$ cat config.mk
export PLATFORM = sky130hd
export DESIGN_NAME = pc_sequencer
export DESIGN_NICKNAME = d
export VERILOG_FILES = /design/src/rtl/pc_pkg.sv /design/src/rtl/pc_adder.sv /design/src/rtl/pc_sequencer.sv
export SDC_FILE = /design/constraint.sdc
export NUM_CORES = 1
export LEC_CHECK = 0
export CORE_MARGIN = 4
export CORE_UTILIZATION = 46
export DETAILED_ROUTE_END_ITERATION = 8
export GPL_ROUTABILITY_DRIVEN = 0
export PLACE_DENSITY = 0.93
export SETUP_SLACK_MARGIN = 0.15
export SLEW_MARGIN = 25
export SYNTH_ARGS = -nofsm -noshare
export SYNTH_HDL_FRONTEND = slang
export SYNTH_SLANG_ARGS = --single-unit
$ cat constraint.sdc
create_clock -name Clk -period 3.9 [get_ports Clk]
set_input_delay 0.585 -clock Clk [delete_from_list [all_inputs] [get_ports Clk]]
set_output_delay 0.585 -clock Clk [all_outputs]
set_load 0.02 [all_outputs]
$ cat src/rtl/pc_pkg.sv
// Shared types and default vectors for the fetch-stage PC sequencer.
package pc_pkg;

  typedef enum logic [1:0] {
    START,
    RUN,
    HALT
  } state_e;

  typedef enum logic [2:0] {
    SEQ,
    BR,
    J,
    JR,
    EXC,
    HOLD
  } src_e;

  localparam logic [31:0] RESET_VEC_DEF = 32'h0000_0000;
  localparam logic [31:0] EXC_VEC_DEF   = 32'h0000_0180;

endpackage

$ cat src/rtl/pc_adder.sv
// Plain modulo-2^WIDTH adder used for the sequential and branch targets.
module pc_adder #(
  parameter int unsigned WIDTH = 32
) (
  input  logic [WIDTH-1:0] a_i,
  input  logic [WIDTH-1:0] b_i,
  output logic [WIDTH-1:0] sum_o
);

  assign sum_o = a_i + b_i;

endmodule

$ cat src/rtl/pc_sequencer.sv
// Fetch-stage PC register with next-PC priority mux, halt/resume
// and exception/misaligned-register-jump trapping.
module pc_sequencer
  import pc_pkg::*;
#(
  parameter int unsigned     WIDTH        = 32,
  parameter int unsigned     INC          = 4,
  parameter int unsigned     ALIGN_BITS   = 2,
  parameter logic [WIDTH-1:0] RESET_VECTOR = WIDTH'(RESET_VEC_DEF),
  parameter logic [WIDTH-1:0] EXC_VECTOR   = WIDTH'(EXC_VEC_DEF)
) (
  input  logic             Clk,
  input  logic             Reset,
  input  logic             Stall,
  input  logic             BranchTaken,
  input  logic [WIDTH-1:0] BranchOffset,
  input  logic             Jump,
  input  logic [WIDTH-1:0] JumpTarget,
  input  logic             JumpReg,
  input  logic [WIDTH-1:0] RegTarget,
  input  logic             Exception,
  input  logic             Halt,
  input  logic             Resume,
  output logic [WIDTH-1:0] PCResult,
  output logic [WIDTH-1:0] PCAddResult,
  output logic             PCValid,
  output logic [WIDTH-1:0] EPC,
  output logic             MisalignErr
);

  localparam logic [WIDTH-1:0] ALIGN_MASK =
    WIDTH'((64'd1 << ALIGN_BITS) - 64'd1);

  state_e           state_q, state_d;
  src_e             src;
  logic [WIDTH-1:0] pc_q, pc_d;
  logic [WIDTH-1:0] epc_q, epc_d;
  logic             valid_q, valid_d;
  logic             mis_q, mis_d;
  logic [WIDTH-1:0] seq_pc, br_pc, br_off;
  logic             jr_bad;

  pc_adder #(.WIDTH(WIDTH)) u_seq_add (
    .a_i  (pc_q),
    .b_i  (WIDTH'(INC)),
    .sum_o(seq_pc)
  );

  assign br_off = BranchOffset << ALIGN_BITS;

  pc_adder #(.WIDTH(WIDTH)) u_br_add (
    .a_i  (seq_pc),
    .b_i  (br_off),
    .sum_o(br_pc)
  );

  assign jr_bad = JumpReg && ((RegTarget & ALIGN_MASK) != '0);

  always_comb begin
    src     = SEQ;
    state_d = state_q;
    epc_d   = epc_q;
    mis_d   = 1'b0;
    unique case (state_q)
      START: begin
        src     = HOLD;
        state_d = RUN;
      end
      RUN: begin
        if (Exception) begin
          src   = EXC;
          epc_d = pc_q;
        end else if (jr_bad) begin
          src   = EXC;
          epc_d = pc_q;
          mis_d = 1'b1;
        end else if (Stall) begin
          src = HOLD;
          if (Halt) state_d = HALT;
        end else if (JumpReg) begin
          src = JR;
        end else if (Jump) begin
          src = J;
        end else if (BranchTaken) begin
          src = BR;
        end else if (Halt) begin
          src     = HOLD;
          state_d = HALT;
        end
      end
      HALT: begin
        if (Exception) begin
          src     = EXC;
          epc_d   = pc_q;
          state_d = RUN;
        end else begin
          src = HOLD;
          if (Resume) state_d = RUN;
        end
      end
      default: begin
        src     = HOLD;
        state_d = START;
      end
    endcase
  end

  always_comb begin
    pc_d = pc_q;
    unique case (src)
      SEQ:     pc_d = seq_pc;
      BR:      pc_d = br_pc;
      J:       pc_d = JumpTarget;
      JR:      pc_d = RegTarget;
      EXC:     pc_d = EXC_VECTOR;
      default: pc_d = pc_q;
    endcase
  end

  // Valid tracks the state being entered, so it rises with the first fetch.
  assign valid_d = (state_d == RUN);

  always_ff @(posedge Clk or posedge Reset) begin
    if (Reset) begin
      state_q <= START;
      pc_q    <= RESET_VECTOR;
      epc_q   <= '0;
      valid_q <= 1'b0;
      mis_q   <= 1'b0;
    end else begin
      state_q <= state_d;
      pc_q    <= pc_d;
      epc_q   <= epc_d;
      valid_q <= valid_d;
      mis_q   <= mis_d;
    end
  end

  assign PCResult    = pc_q;
  assign PCAddResult = seq_pc;
  assign PCValid     = valid_q;
  assign EPC         = epc_q;
  assign MisalignErr = mis_q;

endmodule

[Word level (Yosys, flattened, before mapping)]
Index checks and enable logic that the tools add are counted.
Word-level totals
  output and inout port bits: 98
  bits of input ports: 105
  register bits: 68
  logic and storage cells: 50
Operators by class
  equality and inequality tests: 9
  mux-type cells: 27
  reduce and logical (&&, ||, !) cells: 7
  add/subtract/negate cells: 2
Operator list (count)
  32-bit one-hot mux with 5 select lines: 1
  32-bit two-way mux: 3
  32-bit one-hot mux with 2 select lines: 1
  32-bit by 3-bit adder with 32-bit output (second input constant): 1
  32-bit adder: 1
  32-bit nonzero test: 1
  3-bit two-way mux: 7
  2-bit two-way mux: 9
  3-bit by 2-bit equality test with 1-bit output (second input constant): 2
  2-bit one-hot mux with 3 select lines: 1
  3-bit one-hot mux with 2 select lines: 1
  5-bit nonzero test: 1
  2-bit by 1-bit equality test with 1-bit output (second input constant): 2
  1-bit two-way mux: 4
  3-bit by 1-bit equality test with 1-bit output (second input constant): 1
  3-bit equality test (second input constant): 1
  3-bit zero test: 1
  3-bit inequality test (second input constant): 1
  3-bit AND reduction: 1
  2-bit equality test (second input constant): 1
  2-bit zero test: 1
  2-bit inequality test (second input constant): 1
  2-bit nonzero test: 1
  1-bit logical AND: 1

[Depth between registers and ports, before layout]
  depth after elaboration: 10
  depth in mapped cells: 15
  depth with buffers taken out: 15

[Modules after synthesis]
A second synthesis with hierarchy kept.
Unflattened totals
  cell total of the unflattened synthesis: 791
  area, all modules: 7080.5 um2
By module, submodules not included
  pc_sequencer: seq. area each 1701.6 um2, cells an instance 348, instances 1, area each 3837.4 um2
  pc_adder (u_br_add): seq. area each 0.0 um2, cells an instance 241, instances 1, area each 1744.2 um2
  pc_adder (u_seq_add): seq. area each 0.0 um2, cells an instance 202, instances 1, area each 1498.9 um2

[Worst setup path after synthesis]
Ideal clock, no wire load.
  kind: reg-to-reg
  start point: register pc_q[3], in the netlist PCResult[3]
  end point: register pc_q[25], in the netlist PCResult[25]
  data arrival time: 3.834 ns
  required time: 3.769 ns
  setup time: 0.131 ns
  period minus slack after synthesis: 3.965 ns
  buffers on the path: 0
  slack: -0.065 ns
  cell stages (with the launch flop): 15
  path through: dfrtp_1 -> ha_1 -> nand3_1 -> nor3_1 -> and3_1 -> nand3_1 -> xnor2_1 -> ha_1 -> a21o_1 -> a221o_1 -> a21oi_1 -> nand2b_1 -> a21oi_1 -> nor3_1 -> or3_1
On the way
  cells in the longest elaborated chain, start to end: 3
Ends and longest elaborated chain
  start: declaration: RTL line pc_sequencer.sv:36  | logic [WIDTH-1:0] pc_q, pc_d;
  start signal: assignment: RTL line pc_sequencer.sv:132  | pc_q <= pc_d;
  32-bit by 3-bit adder with 32-bit output: RTL line pc_adder.sv:10  | assign sum_o = a_i + b_i;
  via PCAddResult[18]: RTL line pc_sequencer.sv:25  | output logic [WIDTH-1:0] PCAddResult,
  32-bit adder: RTL line pc_adder.sv:10
  32-bit one-hot mux with 5 select lines: RTL line pc_sequencer.sv:110  | unique case (src)
The timed path passes the listed nets, and every way through them passes these cells.
A chain may end at the register's enable or synchronous reset.

[Worst setup path after layout]
  start point: register pc_q[3], in the netlist PCResult[3]
  end point: register pc_q[31], in the netlist PCResult[31]
On the way
  cells in the longest elaborated chain, start to end: 3
Ends and longest elaborated chain (RTL line)
  32-bit by 3-bit adder with 32-bit output (*): pc_adder.sv:10
  32-bit adder: pc_adder.sv:10
  32-bit one-hot mux with 5 select lines (*): pc_sequencer.sv:110
Every way passes the cells marked *; elsewhere a longest branch is shown, timed or not.

==> impl_results.md <==
* Unrepaired setup endpoints after global routing: true
* WP data required at 4.11 ns
* Initial antenna violation count at 0
* Overall Power at 0.007439 W
* Yosys Warn Count at 0
* CP Data Arrival Time at 3.85 ns
* Reg clk slew, reported paths at 0.06 ns
* PD cells at 867.3 nW/um^2
* Cell area after synthesis at 5712 um^2
* Hold Crit Depth at 1
* Hold_sp: EPC[12]
* Post-DP HPWL at 16.62 mm
* Number of distinct library cells after synthesis at 61
* Worst Reg-to-Reg Cells at 16
* # clock sinks at 68
* Vias in the first global route at 6557
* FMAX at 0.2746 GHz
* Pleak at 3.723 nW
* Sequential area share after synthesis at 29.79%
* Fin cells at 1077
* Fillcell total at 895
* Share of layout cells above drive strength 1 at 14.41%
* Post-Synth XOR/XNOR Area at 8.740%
* Hold Vio Cnt, Final at 0
* Area Overhead vs Synth at 50.16%
* Fin crit share at 93.39%
* Post-synthesis simple-gate area fraction at 17.50%
* Die width at 119.4 um
* Overall track demand over capacity in global routing at 30.10%
* Synth Area in Adders at 8.894%
* Pre-CTS setup slack at 0.1063 ns
* Max-slew headroom at 54.56%
* DR vias/cell at 6.077
* GRT Residual Overflow at 0
* Pre-antenna DRT Iters at 7
* Area of the multi-input gates at 3901 um^2
* Core area at 12060 um^2
* CTS Buffer Depth at 2
* NumNets Final at 1049
* Critical path endpoint category: flip-flop
* Via count at 6545
* H-tree depth at 3
* EDFF count, synth at 0
* Final worst slack at 0.2579 ns
* Clk_lat worst skew at 0.35 ns
* Postcts setup bufs at 0
* Largest net degree at the start of global routing at 47
* Worst R2R Setup Slack at 0.26 ns
* Post-synth ARST share at 100.0%
* Largest family of logic cells by synthesized area: compound AO/OA/AOI/OAI gates
* Worst-Margin Slew at 0.6745 ns
* Hold Path End: EPC[12]
* Synth Area in Compound Gates at 23.70%
* Slew Viols, Final at 0
* Final setup vio count at 0
* Total Die Area at 14260 um^2
* CTS tree: built
* DRC at 0
* Antenna Diode Count at 0
* Die Ht at 119.4 um
* Crit start category: flip-flop
* First-pass GRT wire length at 34.27 mm
* Setup CP Type: reg -> reg
* Synth Flop Type: dfrtp_1
* Skew final at 0.006698 ns
* TritonCTS buffer count at 9
* Detail Route Antenna Nets at 0
* Worst r2r dst: PCResult[31]
* Hold Path Class: reg -> reg
* Mux share of post-synthesis cell area at 7.536%
* Max FO, Critical Path at 7
* Outcome: complete, no violations
* Max-Cap Viols at 0
* Num rows at 40
* Root buf cell: clkbuf_16
* Hold Buf Count CTS at 0
* Syn Inst Count at 672
* Reg area at 1704 um^2
* Mean area per synthesized cell at 8.500 um^2
* Cells after DPL at 1061
* Maximum vdd drop at 0.4843 mV
* Starting density of the core at 47.35%
* Ports at 203
* Reg2Reg Launch Point: PCResult[3]
* Drt wl/cell at 20.26 um
* Setup TNS Final at 0 ns
* Drt total wl at 21.82 mm
* Port Buffers at 200
* Post-Syn Nets at 817
* Number of DRC markers in iteration 0 at 574
* Tmin final at 3.642 ns
* #FFs+latches synth at 68
==> worst max-delay path, cell delays in order (launching register included) <==
cell and delay [ns]:
dfrtp_2 0.43, ha_1 0.22, nand3_2 0.15, nor3_4 0.18, and3_1 0.21, nand3_1 0.13, xnor2_2 0.22, ha_1 0.32
a21o_1 0.21, a221o_1 0.38, a21oi_2 0.20, o221ai_1 0.14, a31oi_2 0.25, o41ai_2 0.12, buf_4 0.14, xnor2_1 0.14
o21ai_1 0.07
==> where the power goes <==
part           total, W  switching, W  internal (W)
Clock          0.000856      0.000326      0.000530
Sequential      0.00129      0.000276       0.00101
Combinational   0.00529       0.00299       0.00230
==> cell families (layout without fill, tap and decap cells) <==
family	Yosys count	after routing
multiplexers	39	39
buffers and inverters	49	286
AO/OA/AOI/OAI	216	216
AND/OR/NAND/NOR	206	206
XOR/XNOR	54	54
adder cells (fa/ha/maj)	40	40
flip-flops	68	68
==> worst max path at each step <==
stage | from | end | slack (ns) | depth (start not counted)
after floorplan | PCResult[3] | PCResult[25] | 0.17 | 14
after global placement | PCResult[2] | PCResult[31] | 0.19 | 16
after detailed placement | PCResult[2] | PCResult[31] | 0.11 | 16
after CTS | PCResult[2] | PCResult[31] | 0.16 | 16
after global routing | PCResult[3] | PCResult[25] | 0.03 | 15
final | PCResult[3] | PCResult[31] | 0.26 | 16
==> placed cells by master (no fill, tap or decap), types with 6 or more instances in the layout <==
| cell | n |
|---|---|
| a21o_1 | 12 |
| a21oi_1 | 67 |
| a31oi_1 | 13 |
| and3_1 | 9 |
| buf_4 | 51 |
| clkbuf_16 | 9 |
| clkdlybuf4s50_1 | 197 |
| dfrtp_1 | 66 |
| ha_1 | 38 |
| inv_1 | 18 |
| mux2_2 | 32 |
| mux2i_1 | 7 |
| nand2_1 | 76 |
| nand2b_1 | 6 |
| nand3_1 | 22 |
| nor2_1 | 47 |
| nor3_1 | 8 |
| o21a_1 | 8 |
| o21ai_0 | 44 |
| o221ai_1 | 6 |
| o22ai_1 | 12 |
| xnor2_1 | 30 |
| xor2_1 | 19 |
==> synth_stat cells, drive strengths merged, types with 3 or more instances <==
library cell | number | area (um^2)
o32ai | 5 | 43.79
o21a | 8 | 60.06
o21ai | 47 | 235.2
clkbuf | 16 | 60.06
mux2 | 32 | 360.4
xor2 | 21 | 210.2
a31oi | 15 | 93.84
o22ai | 12 | 75.07
a221oi | 4 | 35.03
a21oi | 68 | 340.3
nand3 | 23 | 115.1
nand4 | 7 | 73.82
buf | 14 | 87.58
inv | 19 | 71.32
o211ai | 5 | 37.54
nor3 | 10 | 61.31
a21o | 12 | 90.09
a221o | 3 | 30.03
a32oi | 3 | 26.28
nand2b | 6 | 37.54
a21boi | 3 | 22.52
o221ai | 6 | 52.55
nand2 | 76 | 285.3
nor2b | 5 | 31.28
and4 | 7 | 67.56
and2 | 3 | 18.77
o21bai | 5 | 37.54
and3 | 10 | 63.81
nor2 | 52 | 195.2
mux2i | 7 | 70.07
xnor2 | 33 | 289.0
a22oi | 5 | 37.54
dfrtp | 68 | 1702
ha | 39 | 488.0
==> metal layers <==
metal / wire [um] / share of wire [%] / track usage [%] / vias to the layer above
li1: - / - / - / 2923
met2: 10120 / 46 / 48.18 / 408
met4: 960 / 4.4 / 14.17 / 0
met1: 8411 / 39 / 37.75 / 3124
met3: 2329 / 11 / 8.072 / 90
met5: 0 / 0 / 0 / -
==> cell type report <==
| type | instances | share of cell area (%) |
|---|---|---|
| Inverter | 19 | 0.8315 |
| Clock buffer | 13 | 3.034 |
| Multi-Input combinational cell | 555 | 45.49 |
| Clock inverter | 3 | 0.5252 |
| Tap cell | 168 | 2.451 |
| Sequential cell | 68 | 19.87 |
| Timing Repair Buffer | 251 | 27.80 |
==> state kept, by name, indices dropped and copies added, names as in the netlist <==
| signal | count |
|---|---|
| MisalignErr | 1 |
| state_q | 2 |
| EPC | 32 |
| PCResult | 32 |
| PCValid | 1 |
==> stage by stage <==
stage / hold WS [ns] / util (%) / instance area (um^2)
after floorplan: 0.5679 / - / 5722
after global placement: 0.4888 / 67.91 / 8192
after detailed placement: 0.4949 / 67.94 / 8194
after CTS: 0.5075 / 70.51 / 8504
after global routing: 0.5229 / 71.11 / 8577
final: 0.5011 / 71.11 / 8577
==> repair_timing <==
action                     CTS  global route
pin swaps                    0             1
cloned                       0             0
resized for setup            4            18
setup endpoints to repair    3            13
Power figures use the tool's default switching activity.
